**config.mk**
```make
export PLATFORM = sky130hd
export DESIGN_NAME = cordic_arbiter
export DESIGN_NICKNAME = d
export VERILOG_FILES = /design/src/rtl/cordic_arbiter.sv
export SDC_FILE = /design/constraint.sdc
export NUM_CORES = 1
export LEC_CHECK = 0
export CAP_MARGIN = 20
export CORE_MARGIN = 2
export CORE_UTILIZATION = 37
export CTS_BUF_LIST = sky130_fd_sc_hd__clkbuf_8
export DETAILED_ROUTE_END_ITERATION = 10
export GPL_TIMING_DRIVEN = 0
export MAX_ROUTING_LAYER = met4
export PLACE_DENSITY = 0.81
export SETUP_SLACK_MARGIN = 0.4
export SLEW_MARGIN = 20
export SYNTH_ARGS = -nofsm -noshare
export SYNTH_HDL_FRONTEND = slang
export SYNTH_SLANG_ARGS = --single-unit
```
**constraint.sdc**
```tcl
create_clock -name clk -period 2.8 [get_ports clk]
set_input_delay 0.42 -clock clk [delete_from_list [all_inputs] [get_ports clk]]
set_output_delay 0.42 -clock clk [all_outputs]
set_load 0.03 [all_outputs]
```
**src/rtl/cordic_arbiter.sv**
```systemverilog
// cordic_arbiter
//   Round-robin scheduler sharing one pipelined CORDIC datapath between
//   NUM_REQ requesters. Accepts at most one operation per cycle, registers it
//   onto the CORDIC inputs, tracks ownership of every in-flight operation with
//   a tag shift register aligned to the datapath, and strobes each result back
//   to its owner. Per-requester credit counters bound outstanding work; idle
//   reports when every credit has been returned.
//
// Ports
//   clk                     rising-edge clock
//   reset                   asynchronous, active-low reset
//   hold                    blocks new grants; in-flight work still completes
//   req_valid[NUM_REQ]      request valid per requester
//   req_ready[NUM_REQ]      combinational grant, at most one bit high
//   req_m, req_rot_vec      mode / rotation-vectoring select per requester
//   req_x, req_y, req_z     operands, requester r at [r*N +: N]
//   cdc_m, cdc_rot_vec      registered controls to the CORDIC
//   cdc_x, cdc_y, cdc_z     registered operands to the CORDIC
//   cdc_xout/yout/zout      CORDIC results, PIPE_LAT cycles after cdc_*
//   rsp_valid[NUM_REQ]      one-hot single-cycle result strobe
//   rsp_x, rsp_y, rsp_z     registered result shared by all requesters
//   idle                    no credit outstanding anywhere
module cordic_arbiter #(
  parameter int unsigned NUM_REQ      = 4,
  parameter int unsigned N            = 16,
  parameter int unsigned PIPE_LAT     = 8,
  parameter int unsigned MAX_INFLIGHT = 4
) (
  input  logic                 clk,
  input  logic                 reset,
  input  logic                 hold,
  input  logic [NUM_REQ-1:0]   req_valid,
  output logic [NUM_REQ-1:0]   req_ready,
  input  logic [NUM_REQ-1:0]   req_m,
  input  logic [NUM_REQ-1:0]   req_rot_vec,
  input  logic [NUM_REQ*N-1:0] req_x,
  input  logic [NUM_REQ*N-1:0] req_y,
  input  logic [NUM_REQ*N-1:0] req_z,
  output logic                 cdc_m,
  output logic                 cdc_rot_vec,
  output logic [N-1:0]         cdc_x,
  output logic [N-1:0]         cdc_y,
  output logic [N-1:0]         cdc_z,
  input  logic [N-1:0]         cdc_xout,
  input  logic [N-1:0]         cdc_yout,
  input  logic [N-1:0]         cdc_zout,
  output logic [NUM_REQ-1:0]   rsp_valid,
  output logic [N-1:0]         rsp_x,
  output logic [N-1:0]         rsp_y,
  output logic [N-1:0]         rsp_z,
  output logic                 idle
);

  localparam int unsigned PW = (NUM_REQ > 1) ? $clog2(NUM_REQ) : 1;
  localparam int unsigned CW = $clog2(MAX_INFLIGHT + 1);
  localparam logic [CW-1:0] CMAX = CW'(MAX_INFLIGHT);

  // Arbitration state
  logic [PW-1:0]      ptr_q, ptr_d;
  logic [NUM_REQ-1:0] elig;
  logic               gnt_any;
  logic [PW-1:0]      gnt_id;

  // Issue register (drives the CORDIC inputs)
  logic               iv_q;
  logic [PW-1:0]      it_q;
  logic               cdc_m_q, cdc_rot_vec_q;
  logic [N-1:0]       cdc_x_q, cdc_y_q, cdc_z_q;

  // Tag pipe, stage k aligned with CORDIC pipeline flop k
  logic [PIPE_LAT-1:0] tv_q;
  logic [PW-1:0]       tid_q [PIPE_LAT];

  // Response register
  logic [NUM_REQ-1:0] rsp_valid_q, rsp_valid_d;
  logic [N-1:0]       rsp_x_q, rsp_y_q, rsp_z_q;

  // Credits
  logic [CW-1:0]      cnt_q [NUM_REQ];
  logic [CW-1:0]      cnt_d [NUM_REQ];

  // ---------------------------------------------------------------------------
  // Eligibility and round-robin search
  // ---------------------------------------------------------------------------
  always_comb begin
    elig = '0;
    for (int unsigned r = 0; r < NUM_REQ; r++) begin
      elig[r] = req_valid[r] & ~hold & reset & (cnt_q[r] < CMAX);
    end
  end

  always_comb begin
    int unsigned idx;
    idx     = 0;
    gnt_any = 1'b0;
    gnt_id  = '0;
    for (int unsigned i = 0; i < NUM_REQ; i++) begin
      idx = 32'(ptr_q) + i;
      if (idx >= NUM_REQ) idx = idx - NUM_REQ;
      if (!gnt_any && elig[idx]) begin
        gnt_any = 1'b1;
        gnt_id  = PW'(idx);
      end
    end
  end

  always_comb begin
    req_ready = '0;
    for (int unsigned r = 0; r < NUM_REQ; r++) begin
      req_ready[r] = gnt_any && (gnt_id == PW'(r));
    end
  end

  always_comb begin
    ptr_d = ptr_q;
    if (gnt_any) begin
      ptr_d = (gnt_id == PW'(NUM_REQ - 1)) ? '0 : gnt_id + 1'b1;
    end
  end

  always_ff @(posedge clk or negedge reset) begin
    if (!reset) begin
      ptr_q <= '0;
    end else begin
      ptr_q <= ptr_d;
    end
  end

  // ---------------------------------------------------------------------------
  // Issue register: a grant implies a transfer since ready is gated by valid
  // ---------------------------------------------------------------------------
  always_ff @(posedge clk or negedge reset) begin
    if (!reset) begin
      iv_q          <= 1'b0;
      it_q          <= '0;
      cdc_m_q       <= 1'b0;
      cdc_rot_vec_q <= 1'b0;
      cdc_x_q       <= '0;
      cdc_y_q       <= '0;
      cdc_z_q       <= '0;
    end else begin
      iv_q <= gnt_any;
      it_q <= gnt_id;
      if (gnt_any) begin
        cdc_m_q       <= req_m[gnt_id];
        cdc_rot_vec_q <= req_rot_vec[gnt_id];
        cdc_x_q       <= req_x[32'(gnt_id)*N +: N];
        cdc_y_q       <= req_y[32'(gnt_id)*N +: N];
        cdc_z_q       <= req_z[32'(gnt_id)*N +: N];
      end
    end
  end

  assign cdc_m       = cdc_m_q;
  assign cdc_rot_vec = cdc_rot_vec_q;
  assign cdc_x       = cdc_x_q;
  assign cdc_y       = cdc_y_q;
  assign cdc_z       = cdc_z_q;

  // ---------------------------------------------------------------------------
  // Tag pipe
  // ---------------------------------------------------------------------------
  always_ff @(posedge clk or negedge reset) begin
    if (!reset) begin
      tv_q <= '0;
      for (int unsigned k = 0; k < PIPE_LAT; k++) begin
        tid_q[k] <= '0;
      end
    end else begin
      tv_q[0]  <= iv_q;
      tid_q[0] <= it_q;
      for (int unsigned k = 1; k < PIPE_LAT; k++) begin
        tv_q[k]  <= tv_q[k-1];
        tid_q[k] <= tid_q[k-1];
      end
    end
  end

  // ---------------------------------------------------------------------------
  // Response register
  // ---------------------------------------------------------------------------
  always_comb begin
    rsp_valid_d = '0;
    for (int unsigned r = 0; r < NUM_REQ; r++) begin
      rsp_valid_d[r] = tv_q[PIPE_LAT-1] && (tid_q[PIPE_LAT-1] == PW'(r));
    end
  end

  always_ff @(posedge clk or negedge reset) begin
    if (!reset) begin
      rsp_valid_q <= '0;
      rsp_x_q     <= '0;
      rsp_y_q     <= '0;
      rsp_z_q     <= '0;
    end else begin
      rsp_valid_q <= rsp_valid_d;
      if (tv_q[PIPE_LAT-1]) begin
        rsp_x_q <= cdc_xout;
        rsp_y_q <= cdc_yout;
        rsp_z_q <= cdc_zout;
      end
    end
  end

  assign rsp_valid = rsp_valid_q;
  assign rsp_x     = rsp_x_q;
  assign rsp_y     = rsp_y_q;
  assign rsp_z     = rsp_z_q;

  // ---------------------------------------------------------------------------
  // Credits: taken on transfer, returned on the strobe cycle, so the returned
  // credit is visible to arbitration in the following cycle.
  // ---------------------------------------------------------------------------
  always_comb begin
    for (int unsigned r = 0; r < NUM_REQ; r++) begin
      cnt_d[r] = cnt_q[r];
      if (req_ready[r] && !rsp_valid_q[r]) begin
        cnt_d[r] = cnt_q[r] + 1'b1;
      end else if (!req_ready[r] && rsp_valid_q[r]) begin
        cnt_d[r] = cnt_q[r] - 1'b1;
      end
    end
  end

  always_ff @(posedge clk or negedge reset) begin
    if (!reset) begin
      for (int unsigned r = 0; r < NUM_REQ; r++) begin
        cnt_q[r] <= '0;
      end
    end else begin
      for (int unsigned r = 0; r < NUM_REQ; r++) begin
        cnt_q[r] <= cnt_d[r];
      end
    end
  end

  always_comb begin
    idle = 1'b1;
    for (int unsigned r = 0; r < NUM_REQ; r++) begin
      if (cnt_q[r] != '0) idle = 1'b0;
    end
  end

endmodule

```
==> reports/metrics.json <==
{
  "final_count_of_hold_timing_violations": 0,
  "syn_to_final_growth_pct": 73.14,
  "detail_route.iter0.violations": 215,
  "cts_made_buffers": 17,
  "ys_seq_elements": 143,
  "timing_max_transition_violations_final": 0,
  "final.min_clock_period_ns": 2.816,
  "clkLatencyLatePin_ns": 0.44,
  "overflow": 0,
  "mappedNetlistNets": 779,
  "cts_htree_levels": 4,
  "rsz0062_at_grt": "true",
  "setup.worst_path.class": "reg -> reg",
  "tritoncts": "yes",
  "relSlewSlack_pct": 39.34,
  "std_cell_rows": 49,
  "grt_antenna_before_repair": 2,
  "post-route-drc-count": 0,
  "post_synth_xor_area_fraction_pct": 1.550,
  "drive_above_1_share_pct": 20.81,
  "ys_warn_count": 0,
  "synth-compound-area-share_pct": 9.963,
  "worst_slack_ns": -0.01625,
  "grt_first_pass_wirelength_um": 35220,
  "timing.clock.skew_ns": 0.01192,
  "die_height_um": 139.4,
  "cts.sinks": 143,
  "ys_seq_area_share_pct": 52.77,
  "io_pins": 362,
  "critical_path.endpoint_type": "flop",
  "route.antenna.remaining_nets": 0,
  "via_count": 5836,
  "wl_per_cell_um": 19.72,
  "powerDensity_nw_per_um2": 726.3,
  "drtPass1Iterations": 4,
  "avgSynthCellArea_sq_um": 13.25,
  "die_x_um": 139.4,
  "initial_core_util_pct": 37.75,
  "layout_worst_path_cycle_share_pct": 100.6,
  "timing.hold.ws_ns": 0.06679,
  "synthSimpleGateAreaFrac_pct": 5.627,
  "grt_use_total_pct": 24.21,
  "distinct_cell_type_count_after_synthesis": 39,
  "max_slew.worst_pin.slew_ns": 0.9069,
  "leakagePower_nw": 4.557,
  "maxCapViolCount": 0,
  "routabilityCongestion": 0.8673,
  "final_design_area_no_fill_sq_um": 11740,
  "yosys-mux-area-fraction_pct": 23.39,
  "cts-root-to-sink-buffers": 2,
  "hpwlAfterDp_um": 16770,
  "buffer_ports.inserted": 361,
  "status": "finished with violations",
  "max_fanout_on_critical_path": 5,
  "failed_checks": "setup timing",
  "critPathLaunchType": "flop",
  "worst_ep_required_time_ns": 3.15,
  "placedInstanceArea_sq_um": 10830,
  "arrival_ns": 3.17,
  "core_region_area_sq_um": 17960,
  "power.ir.vdd_worst_mv": 0.5508,
  "hold_path.class": "in -> async",
  "path_clk_slew_ns": 0.08,
  "dieArea_sq_um": 19430,
  "vias_per_cell": 4.997,
  "largest_family_of_logic_cells_by_synthesized_area": "multiplexers",
  "ctsRootBufferMaster": "clkbuf_8",
  "synthAdderAreaFrac_pct": 2.657,
  "largest_net_degree_at_the_start_of_global_routing": 45,
  "fmax_mhz": 355.1,
  "drt_wl_total_um": 23030,
  "num-nets-final": 1192,
  "post_synth_inst_count": 512,
  "setup_viol_count_final": 1,
  "netlist_area_sq_um": 6782,
  "number_of_global_route_vias_before_repair": 6335
}
-- cell type report --
type,count,area (sq um)
buffer,34,280.3
sequential,143,3581
multi-input combinational,323,3119
antenna,2,5.005
timing repair buffer,394,4018
fill,1369,6222
tap,229,286.5
inverter,12,60.06
clock buffer,17,234.0
clock inverter,14,157.7
-- flip-flops by register name (all words and copies together) (netlist names) --
signal       flops
cdc_z           16
cdc_rot_vec      1
tid_q           16
rsp_y           16
cdc_m            1
iv_q             1
it_q             2
rsp_x           16
cnt_q           12
rsp_valid        4
ptr_q            2
cdc_x           16
tv_q             8
rsp_z           16
cdc_y           16
-- worst paths after layout --
check / from / end / slack [ns] / depth (start not counted)
max: cnt_q[11]$_DFFE_PN0P_ / cnt_q[11]$_DFFE_PN0P_ / -0.02 / 14
min: reset / cdc_z[3]$_DFFE_PN0P_ / 0.07 / 2
max reg2reg: cnt_q[11]$_DFFE_PN0P_ / cnt_q[11]$_DFFE_PN0P_ / -0.02 / 14
min reg2reg: tid_q[14]$_DFF_PN0_ / tid_q[12]$_DFF_PN0_ / 0.35 / 0
max in group asynchronous: reset / cdc_x[10]$_DFFE_PN0P_ / 1.41 / 3
min in group clk: tid_q[14]$_DFF_PN0_ / tid_q[12]$_DFF_PN0_ / 0.35 / 0
-- report_power, final --
part           switching, mW  total [mW]  leakage (nW)  internal, mW
logic                   1.96        3.82          2.68          1.86
clock network          0.860        1.67         0.200         0.806
registers              0.373        3.04          1.68          2.67
total                   3.19        8.53          4.56          5.33
-- per-layer routing --
layer  track usage, %  vias to the layer above  share of wire [%]
met4            6.433                        0                2.2
li1                 -                     2701                  -
met1            27.77                     2815                 39
met5                -                        -                  0
met2            42.05                      286                 52
met3            6.435                       34                6.8
-- synthesized netlist by cell type --
| library cell | count | area, sq um |
|---|---|---|
| buf_2 | 6 | 30.03 |
| buf_6 | 6 | 67.56 |
| and3_1 | 2 | 12.51 |
| a21oi_2 | 1 | 8.760 |
| fa_1 | 4 | 80.08 |
| buf_1 | 2 | 7.510 |
| a31o_1 | 1 | 8.760 |
| inv_1 | 12 | 45.04 |
| ha_1 | 8 | 100.1 |
| xnor2_1 | 5 | 43.79 |
| mux2i_1 | 100 | 1001 |
| nand2_1 | 2 | 7.510 |
| a21oi_1 | 5 | 25.02 |
| or3b_1 | 1 | 8.760 |
| o22a_1 | 1 | 8.760 |
| o21ai_1 | 2 | 10.01 |
| nor2b_1 | 1 | 6.260 |
| mux2_2 | 52 | 585.6 |
| nor4_1 | 3 | 18.77 |
| o31a_1 | 1 | 8.760 |
| xor2_1 | 7 | 61.31 |
| a211oi_2 | 1 | 12.51 |
| and2_1 | 4 | 25.02 |
| buf_12 | 3 | 60.06 |
| nand3b_1 | 1 | 7.510 |
| nor2_1 | 57 | 214.0 |
| and4bb_1 | 1 | 12.51 |
| a221oi_2 | 20 | 300.3 |
| o21ai_0 | 2 | 10.01 |
| nand2b_1 | 3 | 18.77 |
| dfrtp_1 | 143 | 3578 |
| and3b_1 | 1 | 8.760 |
| nand4bb_1 | 3 | 33.78 |
| nor3b_1 | 1 | 7.510 |
| o21a_1 | 1 | 7.510 |
| a221oi_1 | 30 | 262.8 |
| a31oi_1 | 1 | 6.260 |
| o22ai_1 | 1 | 6.260 |
| clkbuf_1 | 17 | 63.81 |
-- stage by stage --
step	std cells	worst slack [ns]	utilization (%)	total power, mW	TNS (ns)
after CTS	1160	-0.01987	64.74	8.588	-0.07538
after floorplan	512	0.05500	-	4.966	0
after detailed placement	1103	-1.213	60.28	6.789	-31.14
final	1168	-0.01625	65.36	8.528	-0.01625
after global placement	1102	-6.541	60.10	6.712	-1101.77
after global routing	1168	-0.1286	65.36	8.917	-0.5953
-- worst max-delay path: stages (launching register included) --
cell	delay, ns
dfrtp_2	0.45
or3b_1	0.38
a211oi_2	0.26
a21oi_2	0.08
buf_6	0.14
buf_12	0.13
clkinv_8	0.05
ha_4	0.11
and2_4	0.15
ha_4	0.13
inv_2	0.03
fa_2	0.34
xor2_1	0.16
nor2_1	0.13
xor2_1	0.17
-- layout by cell type, fill, tap and decap left out, types with 4 or more instances in the layout --
cell and n:
clkdlybuf4s50_1 351, dfrtp_1 141, mux2i_1 100, nor2_1 57, mux2_2 49, a221oi_1 30, buf_4 22, a221oi_2 20
clkbuf_8 17, buf_6 12, clkbuf_1 12, buf_12 7, xor2_1 7, ha_4 6, inv_1 5, inv_2 5
clkbuf_2 5, xnor2_1 5, a21oi_1 4, buf_2 4, and2_4 4, fa_2 4, dlygate4sd2_1 4
-- cells by family (layout without fill, tap and decap cells) --
family / after synthesis / count (layout)
other: 0 / 2
xor gates and xnor gates: 12 / 12
and+or+nand+nor: 80 / 80
buffers and inverters: 46 / 471
AOI/OAI and AO/OA: 67 / 67
muxes: 152 / 152
adders and majority gates: 12 / 12
DFF: 143 / 143
-- what timing repair did --
| action | 4_1_cts | 5_1_grt |
|---|---|---|
| pin swaps | 18 | 8 |
| hold buffers | 5 | 1 |
| endpoints found under the setup margin | 68 | 55 |
| cloned | 3 | 0 |
| endpoints found under the hold margin | 59 | 2 |
| resized for setup | 59 | 22 |
| setup buffers | 18 | 5 |
Note: power is estimated with default switching activity, not from simulation.
==> edit (same settings) <==
Set the parameter `NUM_REQ` to 8 (it was 4).
--- a/src/rtl/cordic_arbiter.sv
+++ b/src/rtl/cordic_arbiter.sv
@@ -22,5 +22,5 @@
 //   idle                    no credit outstanding anywhere
 module cordic_arbiter #(
-  parameter int unsigned NUM_REQ      = 4,
+  parameter int unsigned NUM_REQ      = 8,
   parameter int unsigned N            = 16,
   parameter int unsigned PIPE_LAT     = 8,
Ports: changed (8 resized); port bits go from 362 to 574. The function was not compared with the original's and may differ.
==> edit against the original RTL <==
  * The run still ends with negative setup slack left
  * Critical path depth up 11
  * Largest cell class is now multi-input gates
  * Synthesized cell count rose to 3.1 times the old value
  * Cell area up 100%
  * Sequential share of layout area fell by 13 points
  * Power rose to 4.1 times the old value
  * Critical path type unchanged
  * Setup slack got worse by 2.3 ns
  * Area after synthesis is 110% higher
  * Non-clock buffer count rose by 437
  * Clock power rose by 19%
  * Global-route usage rose by 14 points
  * Routed wire length grew to 3.3 times the old value
  * Count of clock-buffer cells in the layout unchanged
  * Sequential cell count rose by 26
==> edit: results (changes against the original RTL) <==
path_clk_slew_ns: 0.12  # +0.04 ns
critPathArrivalTime_ns: 5.54  # +2.37 ns
violations: "negative setup slack"
power_leakage_nw: 9.25  # +100%
holdWs_ns: 0.347  # +0.280 ns
cts_setup_buffers: 83  # +65
yosys-top-cells-area: "dfrtp_1 30%, a221oi_1 7.5%, mux2i_1 6.7%"
layout_setup_ws_ns: -2.32  # -2.30 ns
ys_types: 72  # +85%
grt_pass1_vias: 17900  # +180%
cts_resized: 342  # +480%
setup_violations: 89  # +88
final_layout_size_suffix_gt1_share_pct: 21.6  # +0.79 points
status: "finished, violations left"
setup_tns_ns: -168.09  # -168.07 ns
ir_drop_uv: 807  # +47%
io_buffers: 573  # +59%
r2r_cells: 25  # +11
hold_path_class: "reg -> reg"
gp_congestion: 0.957  # +10%
tightest_slew_ns: 0.983  # +0.0764 ns
firstDrtPassIters: 5  # +1
path_max_fanout: 4  # -1
drt_iter0_drc: 1724  # +700%
dpl_cell_area_sq_mm: 0.0207  # +91%
==> edit: cell types whose count changed after synthesis, sizes merged, moves of 40 or more <==
cell,unedited run,this run
or2,0,43
o21ai,4,49
a221oi,50,120
nand4,0,82
o311ai,0,40
a22oi,0,125
nand2,2,141
clkbuf,17,133
a22o,0,80
o2111ai,0,42
nand3,0,42
a21o,0,43
==> edit: metrics by stage <==
| stage | setup slack (ns) | instances |
|---|---|---|
| global placement | -10.24 | 2646 |
| global route | -2.43 | 2823 |
| finish | -2.32 | 2829 |
| detailed placement | -3.97 | 2647 |
| CTS | -2.34 | 2768 |
| floorplan | -2.21 | 1562 |
==> edit: layout make-up <==
type | instances | area [sq um]
buffer | 164 | 1110
multi-input combinational | 1204 | 10200
tap | 511 | 639
clock inverter | 15 | 185
inverter | 26 | 155
fill | 2974 | 13400
sequential | 169 | 4230
timing repair buffer | 701 | 7250
antenna | 22 | 55.1
clock buffer | 17 | 234
==> edit: logic make-up (layout without fill, tap and decap cells) <==
family	Yosys count	in the layout	synth area share, %
mux	158	158	12.3
fa+ha+maj	20	20	2.22
xor+xnor	28	28	1.75
flops	169	169	30.2
simple gates	441	442	16.1
buf+inv	190	923	5.60
compound gates	556	556	31.8
other cells	0	22	0
==> edit: metal layers <==
metal	GRT usage, %	up-vias	share of wire, %
met1	42.6	8771	37
met4	25.2	0	6.8
met2	59.8	1259	47
met3	9.65	290	9.4
li1	-	7710	-
met5	-	-	0
==> edit: how the worst max path moves through the flow <==
stage                              start                   end  slack [ns]  cells after the start
CTS                 ptr_q[0]$_DFFE_PN0P_          req_ready[7]       -2.34                     21
global route        ptr_q[0]$_DFFE_PN0P_  cnt_q[2]$_DFFE_PN0P_       -2.43                     25
detailed placement                 reset  cnt_q[1]$_DFFE_PN0P_       -3.97                     20
global placement                   reset          req_ready[7]      -10.24                     15
finish              ptr_q[0]$_DFFE_PN0P_  cnt_q[2]$_DFFE_PN0P_       -2.32                     25
floorplan           ptr_q[0]$_DFFE_PN0P_  cnt_q[2]$_DFFE_PN0P_       -2.21                     26
==> edit: worst max-delay path, stage by stage (launching register included) <==
cell and delay [ns]:
dfrtp_2 0.42, inv_4 0.06, clkbuf_16 0.14, clkbuf_16 0.14
ha_4 0.26, clkbuf_16 0.14, mux4_2 0.55, a22oi_4 0.18
or3b_4 0.45, a211oi_4 0.20, buf_4 0.17, o2bb2ai_4 0.12
a21oi_2 0.08, or2_1 0.27, buf_12 0.15, buf_12 0.12
inv_4 0.05, ha_4 0.14, ha_4 0.11, nor2b_4 0.23
ha_4 0.17, inv_2 0.04, fa_2 0.33, xor2_1 0.14
nor2_1 0.14, xor2_1 0.19
==> edit: power breakdown <==
group | internal (W) | switching, W
clock | 0.000834 | 0.00115
sequential | 0.00370 | 0.000844
combinational | 0.0128 | 0.0156
